<file path="config.mk">
export PLATFORM = sky130hd
export DESIGN_NAME = imem_loader
export DESIGN_NICKNAME = d
export VERILOG_FILES = /design/src/rtl/imem_loader.sv
export SDC_FILE = /design/constraint.sdc
export NUM_CORES = 1
export LEC_CHECK = 0
export ABC_AREA = 1
export BUFFER_PORTS_ARGS = -buffer_cell sky130_fd_sc_hd__buf_2
export CAP_MARGIN = 20
export CORE_UTILIZATION = 40
export DETAILED_ROUTE_END_ITERATION = 10
export MAX_ROUTING_LAYER = met4
export SLEW_MARGIN = 0
export SYNTH_ARGS = -nofsm -noshare
export SYNTH_HDL_FRONTEND = slang
export SYNTH_SLANG_ARGS = --single-unit
</file>
<file path="constraint.sdc">
create_clock -name clk -period 2.7 [get_ports clk]
set_input_delay 0.27 -clock clk [delete_from_list [all_inputs] [get_ports clk]]
set_output_delay 0.27 -clock clk [all_outputs]
set_load 0.1 [all_outputs]
</file>
<file path="src/rtl/imem_loader.sv">
// Boot loader: assembles a little-endian byte stream into 32-bit words and writes them to instruction RAM.
// Optional trailing XOR checksum byte enabled by defining IMEM_LOADER_CHECKSUM_EN.
module imem_loader #(
   parameter int unsigned DEPTH = 512
) (
   input  logic        clk,
   input  logic        reset,
   input  logic        in_valid,
   input  logic [7:0]  in_data,
   output logic        in_ready,
   output logic        mem_we,
   output logic [31:0] mem_a,
   output logic [31:0] mem_wd,
   output logic        cpu_reset,
   output logic        done,
   output logic        err
);

   typedef enum logic [2:0] {
      S_HDR_LO,
      S_HDR_HI,
      S_DATA,
`ifdef IMEM_LOADER_CHECKSUM_EN
      S_CSUM,
`endif
      S_DONE,
      S_ERROR
   } state_t;

   // State entered once the payload is exhausted (or skipped for N=0).
`ifdef IMEM_LOADER_CHECKSUM_EN
   localparam state_t S_END = S_CSUM;
`else
   localparam state_t S_END = S_DONE;
`endif

   state_t      state_q, state_d;
   logic [15:0] count_q, count_d;
   logic [15:0] word_idx_q, word_idx_d;
   logic [1:0]  byte_cnt_q, byte_cnt_d;
   logic [23:0] word_q, word_d;
   logic        mem_we_q, mem_we_d;
   logic [31:0] mem_a_q, mem_a_d;
   logic [31:0] mem_wd_q, mem_wd_d;
`ifdef IMEM_LOADER_CHECKSUM_EN
   logic [7:0]  xor_q, xor_d;
`endif

   logic        accept;
   logic [15:0] hdr_n;
   logic        last_word;

   assign in_ready  = (state_q != S_DONE) && (state_q != S_ERROR);
   assign accept    = in_valid && in_ready;
   assign hdr_n     = {in_data, count_q[7:0]};
   assign last_word = (word_idx_q == (count_q - 16'd1));

   assign mem_we    = mem_we_q;
   assign mem_a     = mem_a_q;
   assign mem_wd    = mem_wd_q;
   assign done      = (state_q == S_DONE);
   assign err       = (state_q == S_ERROR);
   assign cpu_reset = (state_q != S_DONE);

   always_comb begin
      state_d    = state_q;
      count_d    = count_q;
      word_idx_d = word_idx_q;
      byte_cnt_d = byte_cnt_q;
      word_d     = word_q;
      mem_we_d   = 1'b0;
      mem_a_d    = mem_a_q;
      mem_wd_d   = mem_wd_q;
`ifdef IMEM_LOADER_CHECKSUM_EN
      xor_d      = xor_q;
`endif

      case (state_q)
         S_HDR_LO: begin
            if (accept) begin
               count_d[7:0] = in_data;
               state_d      = S_HDR_HI;
            end
         end

         S_HDR_HI: begin
            if (accept) begin
               count_d[15:8] = in_data;
               if ({16'd0, hdr_n} > DEPTH)
                  state_d = S_ERROR;
               else if (hdr_n == 16'd0)
                  state_d = S_END;
               else
                  state_d = S_DATA;
            end
         end

         S_DATA: begin
            if (accept) begin
`ifdef IMEM_LOADER_CHECKSUM_EN
               xor_d = xor_q ^ in_data;
`endif
               byte_cnt_d = byte_cnt_q + 2'd1;
               case (byte_cnt_q)
                  2'd0: word_d[7:0]   = in_data;
                  2'd1: word_d[15:8]  = in_data;
                  2'd2: word_d[23:16] = in_data;
                  default: begin
                     // Fourth byte completes the word: write it straight from the input.
                     mem_we_d   = 1'b1;
                     mem_wd_d   = {in_data, word_q};
                     mem_a_d    = {14'd0, word_idx_q, 2'b00};
                     word_idx_d = word_idx_q + 16'd1;
                     if (last_word)
                        state_d = S_END;
                  end
               endcase
            end
         end

`ifdef IMEM_LOADER_CHECKSUM_EN
         S_CSUM: begin
            if (accept)
               state_d = (in_data == xor_q) ? S_DONE : S_ERROR;
         end
`endif

         default: ;
      endcase
   end

   always_ff @(posedge clk) begin
      if (reset) begin
         state_q    <= S_HDR_LO;
         count_q    <= '0;
         word_idx_q <= '0;
         byte_cnt_q <= '0;
         word_q     <= '0;
         mem_we_q   <= 1'b0;
         mem_a_q    <= '0;
         mem_wd_q   <= '0;
`ifdef IMEM_LOADER_CHECKSUM_EN
         xor_q      <= '0;
`endif
      end else begin
         state_q    <= state_d;
         count_q    <= count_d;
         word_idx_q <= word_idx_d;
         byte_cnt_q <= byte_cnt_d;
         word_q     <= word_d;
         mem_we_q   <= mem_we_d;
         mem_a_q    <= mem_a_d;
         mem_wd_q   <= mem_wd_d;
`ifdef IMEM_LOADER_CHECKSUM_EN
         xor_q      <= xor_d;
`endif
      end
   end

endmodule

</file>
* Yosys cells after proc, flatten, opt, wreduce, memory -nomap -nowiden
Cells that the tools add are included.
** Operators by class
- Reduce and logical (&&, ||, !) cells :: 16
- Mux-type cells :: 9
- Eq/ne operators :: 14
- Magnitude comparators :: 1
- $add $sub $neg :: 3
- Bitwise gates (word level) :: 3
** Operators by type and width (count)
- two-way mux 3 bit :: 6
- adder 16 x 1 -> 16 bit, second input constant :: 1
- == test 16 bit :: 1
- > comparator 16 x 10 -> 1 bit, second input constant :: 1
- zero test 16 bit :: 1
- subtractor 16 x 1 -> 16 bit, second input constant :: 1
- AND reduction 3 bit :: 4
- != test 2 bit, second input constant :: 5
- case mux 3 bit (3 select lines) :: 1
- == test 3 x 2 -> 1 bit, second input constant :: 2
- AND reduction 2 bit :: 3
- AND reduction 6 bit :: 1
- OR reduction 3 bit :: 2
- == test 3 x 1 -> 1 bit, second input constant :: 1
- == test 3 bit, second input constant :: 1
- zero test 3 bit :: 1
- != test 3 x 2 -> 1 bit, second input constant :: 1
- != test 3 bit, second input constant :: 1
- inverter 1 bit :: 3
- nonzero test 3 bit :: 1
- adder 2 x 1 -> 2 bit, second input constant :: 1
- == test 2 x 1 -> 1 bit, second input constant :: 1
- == test 2 bit, second input constant :: 1
- logical AND 1 bit :: 2
- 2 further kinds :: 3
** Word-level totals
- Output and inout port bits :: 69
- Register bits :: 110
- Word-level logic and storage cells :: 57

* Logic depth before layout (Yosys ltp)
Gate-level depths: netlist of run 1.
- Depth after elaboration :: 6
- Mapped depth :: 17

* Worst setup path before layout of run 1
OpenSTA, ideal clock, no wires.
- Path kind :: reg-to-reg
- From :: register state_q[2]
- To :: register state_q[0]
- Cell stages (with the launch flop) :: 9
- Period minus slack after synthesis :: 2.692 ns
- Arrival :: 2.560 ns
- Library setup time :: 0.132 ns
- Path slack :: 0.008 ns
- Buffers on the path :: 0
- Cells stage by stage :: dfxtp_1 > nor2_2 > nand2_1 > o21ai_0 > inv_1 > nand2_1 > a21oi_1 > or2_2 > a21oi_1
** On the way
- Cells in the longest elaborated chain, start to end :: 5
- Elaborated cells on any way between the ends :: 15
- Those cells by class :: eq/ne: 9; mux: 1; reduce/logical: 5
** Ends and longest elaborated chain
- start, declared :: RTL line 37 : state_t state_q, state_d;
- start signal, assigned :: RTL line 146 : state_q <= state_d;
- != test 3 x 2 -> 1 bit (*)
- named net cpu_reset :: RTL line 14 : output logic cpu_reset,
- logical AND 1 bit (*) :: RTL line 53 : assign in_ready = (state_q != S_DONE) && (state_q != S_ERROR);
- named net in_ready :: RTL line 10 : output logic in_ready,
- logical AND 1 bit (*) :: RTL line 54 : assign accept = in_valid && in_ready;
- != test 2 bit (no source line)
- AND reduction 6 bit (no source line) (*)
The timed path passes the listed nets; every way through them passes the cells marked *.
A chain may end at the register's enable or synchronous reset.

* Final worst setup path of run 1
- From :: register count_q[0]
- To :: register state_q[2]
** On the way
- Cells in the longest elaborated chain, start to end :: 4
- Elaborated cells on any way between the ends :: 8
- Those cells by class :: add/sub: 1; order compare: 1; eq/ne: 2; mux: 3; reduce/logical: 1
** Ends and longest elaborated chain
- start, declared :: RTL line 38 : logic [15:0] count_q, count_d;
- start signal, assigned :: RTL line 147 : count_q <= count_d;
- subtractor 16 x 1 -> 16 bit / > comparator 16 x 10 -> 1 bit (equally long branches) :: RTL line 56, 89
- == test 16 bit / two-way mux 3 bit (equally long branches) :: RTL line 56, 89
- != test 2 bit (no source line) / two-way mux 3 bit (equally long branches)
- AND reduction 6 bit (no source line) / case mux 3 bit (3 select lines) (equally long branches)
Parallel ways exist; a longest one is shown, timed or not. The select of a mux whose other input is x is not followed.

==> results.ini, run 1 <==
[clock_network]
cts_setup_buffers = 0
cts_tree = built
holdBufCountCts = 0
clk_latency_ns = 0.36
clock-sinks = 110
cts_resized = 0
cts_buffer_depth = 2
cts_inserted_buffers = 9
cts-root-buf = clkbuf_16
clk_pin_slew_ns = 0.08
h-tree-depth = 3

[die]
ios = 80
core_mm2 = 0.0121
dieArea_mm2 = 0.0130
die_x_um = 114
rows = 40
die_h_um = 114
initial_core_util = 0.413

[yosys]
ys_seq_elements = 110
synth-edff-count = 0
synth-compound-area-share = 0.144
synthesis.area_mm2 = 0.00500
ys_types = 33
syn_inst = 706
synth_fa_ha_area_frac = 0.0150
synth-simple-area-share = 0.282
ys_seq_area_frac = 0.440
synth_top_area_frac = 0.440
synthMuxAreaShare = 0
synth_most_common_cell = nand2_1
synth_top_family_by_area = simple AND/OR/NAND/NOR gates
synthFlopType = dfxtp_1
yosysWarningCount = 0
synthXorXnorAreaFrac = 0.0228
synthTopCellsByArea = dfxtp_1 44%, nand2_1 15%, a21oi_1 10%, nand3_1 4.9%, inv_1 4.2%
avgSynthCellArea_um2 = 7.08
synthTopCellsByCount = 194 x nand2_1, 110 x dfxtp_1, 103 x a21oi_1
synthArstFlopShare = 0
synth_area_leader_cell = dfxtp_1

[timing]
min_period_over_period = 0.713
final.min_clock_period_ns = 1.92
max_slew_margin = 0.394
hold_viol_final = 0
skew_ns = 0.00731
max_freq_mhz = 520
slew_violations = 0
setup_tns_ns = 0
worst-slew-pin-transition_ns = 0.908
setup_viol_count_final = 0
grt_setup_unrepaired = false

[critical_path]
cp.arrival_ns = 2.18
crit_fanout = 7
r2r_slack_ns = 0.78
cp_slowest_cell = dfxtp_1
end_kind = flop
crit_path_frequent_cell = nand2_1
r2r_end = state_q[2]
cp-start-kind = flop
worstReg2RegStart = count_q[0]
path_class = flop to flop
r2r_cells = 15
crit_required_ns = 2.96
crit_chain = inv_1 > ha_1 > nand2_1 > nor2_4 > nand3_1 > inv_1 > nand3b_1 > nand2_1 > nand2_1 > nor2_1 > nand2_1 > nand2_2 > nand3_1 > nand2_1 > nor2_1
crit_path_max_incr_delay_ns = 0.31

[global_route]
grt_max_degree = 80
grt_usage = 0.208
antenna_found_initial = 0
grt_remaining_overflow = 0
grt_pass1_vias = 4225
grt_pass1_wl_mm = 20.5

[place]
gp_congestion = 0.933
dp_hpwl_mm = 8.59
port_buffers = 63
dp.cells = 908

[run_status]
status = complete, no violations

[pwr]
leakagePower_nw = 2.35
comb_power_share = 0.257
peakVddDrop_uv = 544
intPower_mw = 2.64
pwr_density_cell_mw_per_mm2 = 722
clockPowerShare = 0.316
p_sw_mw = 1.45
sw_frac_of_total = 0.355
pwr-share-seq = 0.428

[routing]
first_iter_violations = 223
avgRoutedWirePerCell_um = 13.5
drc_errors = 0
final_antenna_net_count = 0
dr.pass1.iters = 4
vias = 4475
avgViaCountPerCell = 4.84
totalWireLength_mm = 12.5

[cells_and_area]
final_cells = 924
layout.nets = 768
syn2layout_area_growth_pct = 13.1
layout-drive-gt1-share = 0.138
diodes = 0

[min_path]
hold_end = mem_wd[25]
min_from = in_data[1]
hold_class = primary input to flop
holdPathStages = 3

[job]
drv_cap = 0

-- per-layer routing --
metal | GRT usage | vias up | share of wire
met5 | - | - | 0
met4 | 0.0701 | 0 | 0.014
met3 | 0.0510 | 14 | 0.051
met2 | 0.343 | 96 | 0.47
met1 | 0.249 | 2036 | 0.46
li1 | - | 2329 | -
-- worst max-delay path by stage --
| stage | to | from | slack, ns | cells after the start |
|---|---|---|---|---|
| after floorplan | state_q[0] | state_q[2] | 0.008 | 8 |
| after global placement | state_q[2] | count_q[2] | 0.87 | 12 |
| after detailed placement | state_q[2] | count_q[0] | 0.78 | 15 |
| after CTS | state_q[2] | count_q[0] | 0.77 | 15 |
| after global routing | state_q[0] | count_q[0] | 0.45 | 14 |
| final | state_q[2] | count_q[0] | 0.78 | 15 |
-- placed cells by master (no fill, tap or decap), types with 9 or more instances in the layout --
| cell type | synthesis | layout |
|---|---|---|
| nand2_1 | 194 | 194 |
| dfxtp_1 | 110 | 110 |
| a21oi_1 | 103 | 103 |
| buf_2 | 8 | 63 |
| inv_1 | 56 | 56 |
| nand3_1 | 49 | 49 |
| nor2_1 | 46 | 46 |
| o21ai_0 | 31 | 31 |
| conb_1 | 1 | 16 |
| nor3_1 | 11 | 11 |
| clkbuf_16 | 0 | 9 |
-- state kept, by name, indices dropped and copies added, names as in the netlist --
name,count
state_q,3
count_q,16
mem_wd,32
mem_a,16
byte_cnt_q,2
mem_we,1
word_idx_q,16
word_q,24
-- worst max-delay path: cells and delay by family, from the launching register on --
kind	cells	cell delay, ns
simple gates	12	1.12
buf+inv	2	0.19
fa+ha+maj	1	0.20
flops	1	0.31
-- power groups by stage --
stage | combinational [mW] | clock [mW] | sequential [mW]
floorplan | 0.867 | 0 | 1.77
detailed placement | 1.05 | 0 | 1.79
finish | 1.05 | 1.29 | 1.75
CTS | 1.05 | 1.32 | 1.75
global placement | 1.03 | 0 | 1.78
global route | 1.18 | 1.38 | 1.76
-- layout make-up --
type	count	area, um2
inverters	58	218
clock buffers	11	243
multi-input cells	502	2380
repair buffers	70	368
fillers	1257	6450
clock inverters	5	41.3
flip-flops and latches	110	2200
well taps	168	210
-- through the flow --
| stage | instance area, um2 | setup WS (ns) | total power, mW | utilization | hold slack [ns] |
|---|---|---|---|---|---|
| 5_1_grt | 5660 | 0.449 | 4.32 | 0.467 | 0.259 |
| 3_3_place_gp | 5370 | 0.873 | 2.82 | 0.444 | 0.450 |
| 4_1_cts | 5660 | 0.766 | 4.12 | 0.467 | 0.238 |
| 6_report | 5660 | 0.776 | 4.09 | 0.467 | 0.259 |
| 3_5_place_dp | 5370 | 0.779 | 2.83 | 0.444 | 0.453 |
| 2_1_floorplan | 5060 | 0.00800 | 2.64 | - | 0.415 |
-- kinds of logic after synthesis --
| group | count (synthesis) |
|---|---|
| AND/OR/NAND/NOR | 326 |
| AO/OA/AOI/OAI | 141 |
| buffers and inverters | 109 |
| adder cells (fa/ha/maj) | 6 |
| other | 1 |
| flip-flops | 110 |
| XOR/XNOR | 13 |
(Power assumes the default switching activity.)
==> run 2: changes to the inputs <==
==> constraint.sdc (replaced) <==
create_clock -name clk -period 1.8 [get_ports clk]
set_input_delay 0.18 -clock clk [delete_from_list [all_inputs] [get_ports clk]]
set_output_delay 0.18 -clock clk [all_outputs]
set_load 0.1 [all_outputs]
==> results.ini, run 2 (synthesized netlist as in run 1, its figures left out) <==
[routing]
totalWireLength_mm = 12.5  ; about the same
avgRoutedWirePerCell_um = 13.2  ; -2.1%
drc_errors = 0  ; unchanged
dr.pass1.iters = 5  ; +1
final_antenna_net_count = 0  ; unchanged
vias = 4643  ; +3.8%
avgViaCountPerCell = 4.92  ; +1.6%
first_iter_violations = 270  ; +21%

[cells_and_area]
layout.nets = 788  ; +2.6%
layout-drive-gt1-share = 0.196  ; +0.0583
mostFrequentLayoutCells = 191 x nand2_1, 107 x dfxtp_1, 100 x a21oi_1
layout_commonest_cell = nand2_1
largest_reg_flops = 32  ; unchanged
final_area_mm2 = 0.00594  ; +5.0%
syn2layout_area_growth_pct = 18.8
diodes = 0  ; unchanged

[timing]
min_period_over_period = 0.987  ; +0.274
hold_viol_final = 0  ; unchanged
setup_viol_count_final = 0  ; unchanged
grt_setup_unrepaired = true
skew_ns = 0.00864  ; +0.00133 ns
slew_violations = 0  ; unchanged
whs_ns = 0.156  ; -0.103 ns
final.min_clock_period_ns = 1.78  ; -0.147 ns
max_freq_mhz = 563  ; +8.3%

[global_route]
antenna_found_initial = 0  ; unchanged
grt_max_degree = 80  ; unchanged
grt_usage = 0.203  ; -0.00465
grt_pass1_wl_mm = 19.9  ; -2.9%
grt_remaining_overflow = 0  ; unchanged
grt_pass1_vias = 4200  ; -0.59%

[critical_path]
end_kind = flop
r2r_end = state_q[0]
crit_fanout = 7  ; unchanged
cp-start-kind = flop
path_class = flop to flop
crit_required_ns = 2.10  ; -0.86 ns
worstReg2RegStart = count_q[0]
r2r_slack_ns = 0.02  ; -0.75 ns
r2r_cells = 11  ; -4
cp.arrival_ns = 2.08  ; -0.10 ns

[min_path]
hold_class = primary input to flop
holdPathStages = 3  ; unchanged
hold_end = mem_wd[30]
min_from = in_data[6]

[clock_network]
cts_inserted_buffers = 9  ; unchanged
clk_latency_ns = 0.36  ; about the same
cts_tree = built
h-tree-depth = 3  ; unchanged
cts-root-buf = clkbuf_16
clk_pin_slew_ns = 0.07  ; about the same
clock-sinks = 110  ; unchanged
cts_buffer_depth = 2  ; unchanged

[pwr]
pwr_density_cell_mw_per_mm2 = 1060  ; +47%
leakagePower_nw = 2.50  ; +6.5%
peakVddDrop_uv = 626  ; +15%
total_power_mw = 6.30  ; +54%

[die]
ios = 80  ; unchanged
die_h_um = 114  ; unchanged
core_mm2 = 0.0121  ; unchanged
dieArea_mm2 = 0.0130  ; unchanged
initial_core_util = 0.413  ; unchanged
die_x_um = 114  ; unchanged
rows = 40  ; unchanged

[place]
placed_area_mm2 = 0.00553  ; +2.9%
port_buffers = 63  ; unchanged
gp_congestion = 0.906  ; -2.8%
dp_hpwl_mm = 8.67  ; +0.95%

[run_status]
status = complete, no violations

[job]
drv_cap = 0  ; unchanged

[run 2: cell count changes in the layout (fill, tap and decap cells not counted), moves of 3 or more]
cell	before	now
buf_4	7	26
inv_1	56	51
inv_2	0	5
nor2_1	46	41
a21oi_1	103	100
a21oi_2	0	3
dfxtp_1	110	107
nand2_1	194	191
nor2_2	4	7
[run 2: critical path, stage by stage (launching register included)]
cell	delay [ns]
dfxtp_2	0.33
inv_2	0.09
ha_4	0.16
nand2_2	0.09
nor2_4	0.20
nand2_2	0.08
or2_1	0.23
nand2_1	0.07
nand4_2	0.11
o21ai_2	0.14
nand3_1	0.10
a21oi_2	0.12
[run 2: worst max-delay path by stage]
| stage | slack, ns | from | to |
|---|---|---|---|
| after global placement | 0.01 | count_q[0] | state_q[2] |
| after global routing | -0.15 | count_q[0] | state_q[2] |
| after floorplan | -0.01 | state_q[1] | state_q[0] |
| after detailed placement | -0.08 | count_q[0] | state_q[2] |
| final | 0.02 | count_q[0] | state_q[0] |
| after CTS | -0.007 | count_q[0] | state_q[2] |
[run 2: power breakdown]
part / internal (mW) / total, mW / leakage, nW / switching (mW)
Clock: 0.974 / 1.95 / 0.142 / 0.977
Combinational: 0.542 / 1.73 / 1.47 / 1.19
Sequential: 2.52 / 2.62 / 0.890 / 0.0915
Total: 4.04 / 6.30 / 2.50 / 2.26
[run 2: what timing repair did]
item                       CTS  global route
pin swaps                    1             8
hold endpoints to repair     0             0
setup endpoints to repair    3            14
cloned                       0             0
resized for setup            4            27
hold buffers                 0             0
buffers inserted             0             5
[run 2: layout make-up]
class / count / area [um2]
Fill cell: 1291 / 6170
Multi-Input combinational cell: 502 / 2470
Sequential cell: 110 / 2210
Timing Repair Buffer: 90 / 548
Clock buffer: 9 / 225
Inverter: 58 / 220
Tap cell: 168 / 210
Clock inverter: 7 / 63.8
[run 2: metal layers]
layer / track usage / up-vias / part of all wire
li1: - / 2378 / -
met1: 0.243 / 2112 / 0.44
met2: 0.330 / 123 / 0.48
met3: 0.0505 / 30 / 0.055
met4: 0.0814 / 0 / 0.028
met5: - / - / 0
[run 2: stage by stage]
| stage | cells | setup TNS [ns] | worst slack, ns | util |
|---|---|---|---|---|
| 2_1_floorplan | 721 | -0.0104 | -0.0104 | - |
| 3_3_place_gp | 923 | 0 | 0.0128 | 0.456 |
| 3_5_place_dp | 923 | -0.131 | -0.0765 | 0.456 |
| 4_1_cts | 939 | -0.00737 | -0.00737 | 0.481 |
| 5_1_grt | 944 | -0.753 | -0.155 | 0.491 |
| 6_report | 944 | 0 | 0.0231 | 0.491 |
==> run 3: changes to the inputs <==
--- a/config.mk
+++ b/config.mk
@@ -8,6 +8,7 @@
 export ABC_AREA = 1
 export BUFFER_PORTS_ARGS = -buffer_cell sky130_fd_sc_hd__buf_2
 export CAP_MARGIN = 20
+export CORE_MARGIN = 3
 export CORE_UTILIZATION = 40
 export DETAILED_ROUTE_END_ITERATION = 10
 export MAX_ROUTING_LAYER = met4
==> constraint.sdc (replaced) <==
create_clock -name clk -period 2.11 [get_ports clk]
set_input_delay 0.211 -clock clk [delete_from_list [all_inputs] [get_ports clk]]
set_output_delay 0.211 -clock clk [all_outputs]
set_load 0.1 [all_outputs]
==> results.ini, run 3 (synthesized netlist as in run 1, its figures left out) <==
[cells_and_area]
layout-drive-gt1-share = 0.161  ; -0.0345
diodes = 0  ; unchanged
mostFrequentLayoutCells = 192 x nand2_1, 109 x dfxtp_1, 102 x a21oi_1
layout.nets = 774  ; -1.8%
largest_reg_flops = 32  ; unchanged
final_area_mm2 = 0.00581  ; -2.3%
syn2layout_area_growth_pct = 16.1
final_cells = 930  ; -1.5%
layout_commonest_cell = nand2_1

[die]
initial_core_util = 0.413  ; unchanged
die_x_um = 118  ; +3.5%
rows = 40  ; unchanged
die_h_um = 118  ; +3.5%
dieArea_mm2 = 0.0139  ; +7.2%
ios = 80  ; unchanged
core_mm2 = 0.0121  ; unchanged

[global_route]
grt_pass1_wl_mm = 22.0  ; +10%
antenna_found_initial = 0  ; unchanged
grt_usage = 0.199  ; -0.00393
grt_remaining_overflow = 0  ; unchanged
grt_max_degree = 80  ; unchanged
grt_pass1_vias = 4464  ; +6.3%

[place]
placed_area_mm2 = 0.00546  ; -1.3%
port_buffers = 63  ; unchanged
gp_congestion = 0.913  ; +0.70%
dp.cells = 913  ; -1.1%
dp_hpwl_mm = 9.42  ; +8.6%

[critical_path]
cp_slowest_cell = dfxtp_1
crit_required_ns = 2.40  ; +0.30 ns
cp-start-kind = flop
crit_chain = nor2_4 > nand2_2 > nor2_4 > buf_4 > nand2_2 > or2_1 > nand2_1 > nand4_2 > o21ai_1 > nand3_1 > a21oi_2
crit_path_max_incr_delay_ns = 0.36  ; +0.03 ns
crit_fanout = 7  ; unchanged
path_class = flop to flop
end_kind = flop
cp.arrival_ns = 2.23  ; +0.15 ns

[pwr]
p_sw_mw = 1.98  ; -13%
pwr_density_cell_mw_per_mm2 = 927  ; -13%
sw_frac_of_total = 0.367  ; +0.00839
leakagePower_nw = 2.41  ; -3.6%
peakVddDrop_uv = 520  ; -17%
clockPowerShare = 0.315  ; +0.005
comb_power_share = 0.267  ; -0.008
pwr-share-seq = 0.418  ; +0.003
intPower_mw = 3.41  ; -16%

[timing]
slew_violations = 0  ; unchanged
max_freq_mhz = 514  ; -8.6%
max_slew_margin = 0.456
setup_viol_count_final = 0  ; unchanged
final.min_clock_period_ns = 1.94  ; +0.167 ns
worst-slew-pin-transition_ns = 0.817
hold_viol_final = 0  ; unchanged
skew_ns = 0.00785  ; -0.000795 ns
grt_setup_unrepaired = true
min_period_over_period = 0.921  ; -0.0659

[clock_network]
cts-root-buf = clkbuf_16
cts_tree = built
clk_latency_ns = 0.36  ; about the same
cts_inserted_buffers = 9  ; unchanged
clock-sinks = 110  ; unchanged
holdBufCountCts = 0  ; unchanged
clk_pin_slew_ns = 0.08  ; about the same
cts_buffer_depth = 2  ; unchanged
h-tree-depth = 3  ; unchanged

[routing]
first_iter_violations = 302  ; +12%
final_antenna_net_count = 0  ; unchanged
avgViaCountPerCell = 4.95  ; +0.65%
vias = 4604  ; -0.84%
totalWireLength_mm = 13.2  ; +6.0%
dr.pass1.iters = 4  ; -1
drc_errors = 0  ; unchanged
avgRoutedWirePerCell_um = 14.2  ; +7.6%

[min_path]
hold_class = primary input to flop

[run_status]
status = complete, no violations

[job]
drv_cap = 0  ; unchanged

run 3: path summary, 6_finish.rpt:
kind	start	end	cells after the start	slack, ns
worst max-delay path	count_q[4]	state_q[0]	11	0.17
worst min-delay path	in_data[6]	mem_wd[30]	3	0.20
worst max register to register	count_q[4]	state_q[0]	11	0.17
worst min register to register	word_q[8]	mem_wd[8]	2	0.46
run 3: critical path, delay by kind of cell, from the launching register on:
kind	cells	cell delay, ns
compound gates	2	0.29
buf+inv	1	0.14
flops	1	0.36
simple gates	8	1.08
run 3: through the flow:
step | total power [mW] | worst slack (ns) | hold slack [ns] | util | setup TNS, ns
2_1_floorplan | 3.38 | 0.111 | 0.356 | - | 0
3_3_place_gp | 3.64 | 0.136 | 0.449 | 0.451 | 0
3_5_place_dp | 3.65 | 0.0911 | 0.455 | 0.451 | 0
4_1_cts | 5.35 | 0.0575 | 0.180 | 0.475 | 0
5_1_grt | 5.71 | -0.00419 | 0.189 | 0.479 | -0.00419
6_report | 5.38 | 0.166 | 0.196 | 0.479 | 0
run 3: power by group through the flow:
stage               Sequential (mW)  Clock (mW)  Combinational [mW]
CTS                            2.24        1.74                1.37
global route                   2.26        1.83                1.61
global placement               2.29           0                1.35
floorplan                      2.27           0                1.11
finish                         2.25        1.70                1.44
detailed placement             2.29           0                1.36
run 3: final cells by class:
class	count	area [um2]
clock buffers	9	225
clock inverters	7	73.8
fillers	1278	6310
inverters	58	220
multi-input cells	502	2420
flip-flops and latches	110	2200
well taps	168	210
repair buffers	76	450
run 3: layer usage:
metal / GRT usage / share of wire / vias up
met5: - / 0 / -
met4: 0.0586 / 0.018 / 0
met3: 0.0533 / 0.051 / 18
met2: 0.319 / 0.48 / 117
met1: 0.248 / 0.45 / 2126
li1: - / - / 2343
run 3: repair_timing:
| action | 4_1_cts | 5_1_grt |
|---|---|---|
| endpoints found under the setup margin | 0 | 5 |
| setup buffers | 0 | 1 |
| gates resized for setup | 0 | 14 |
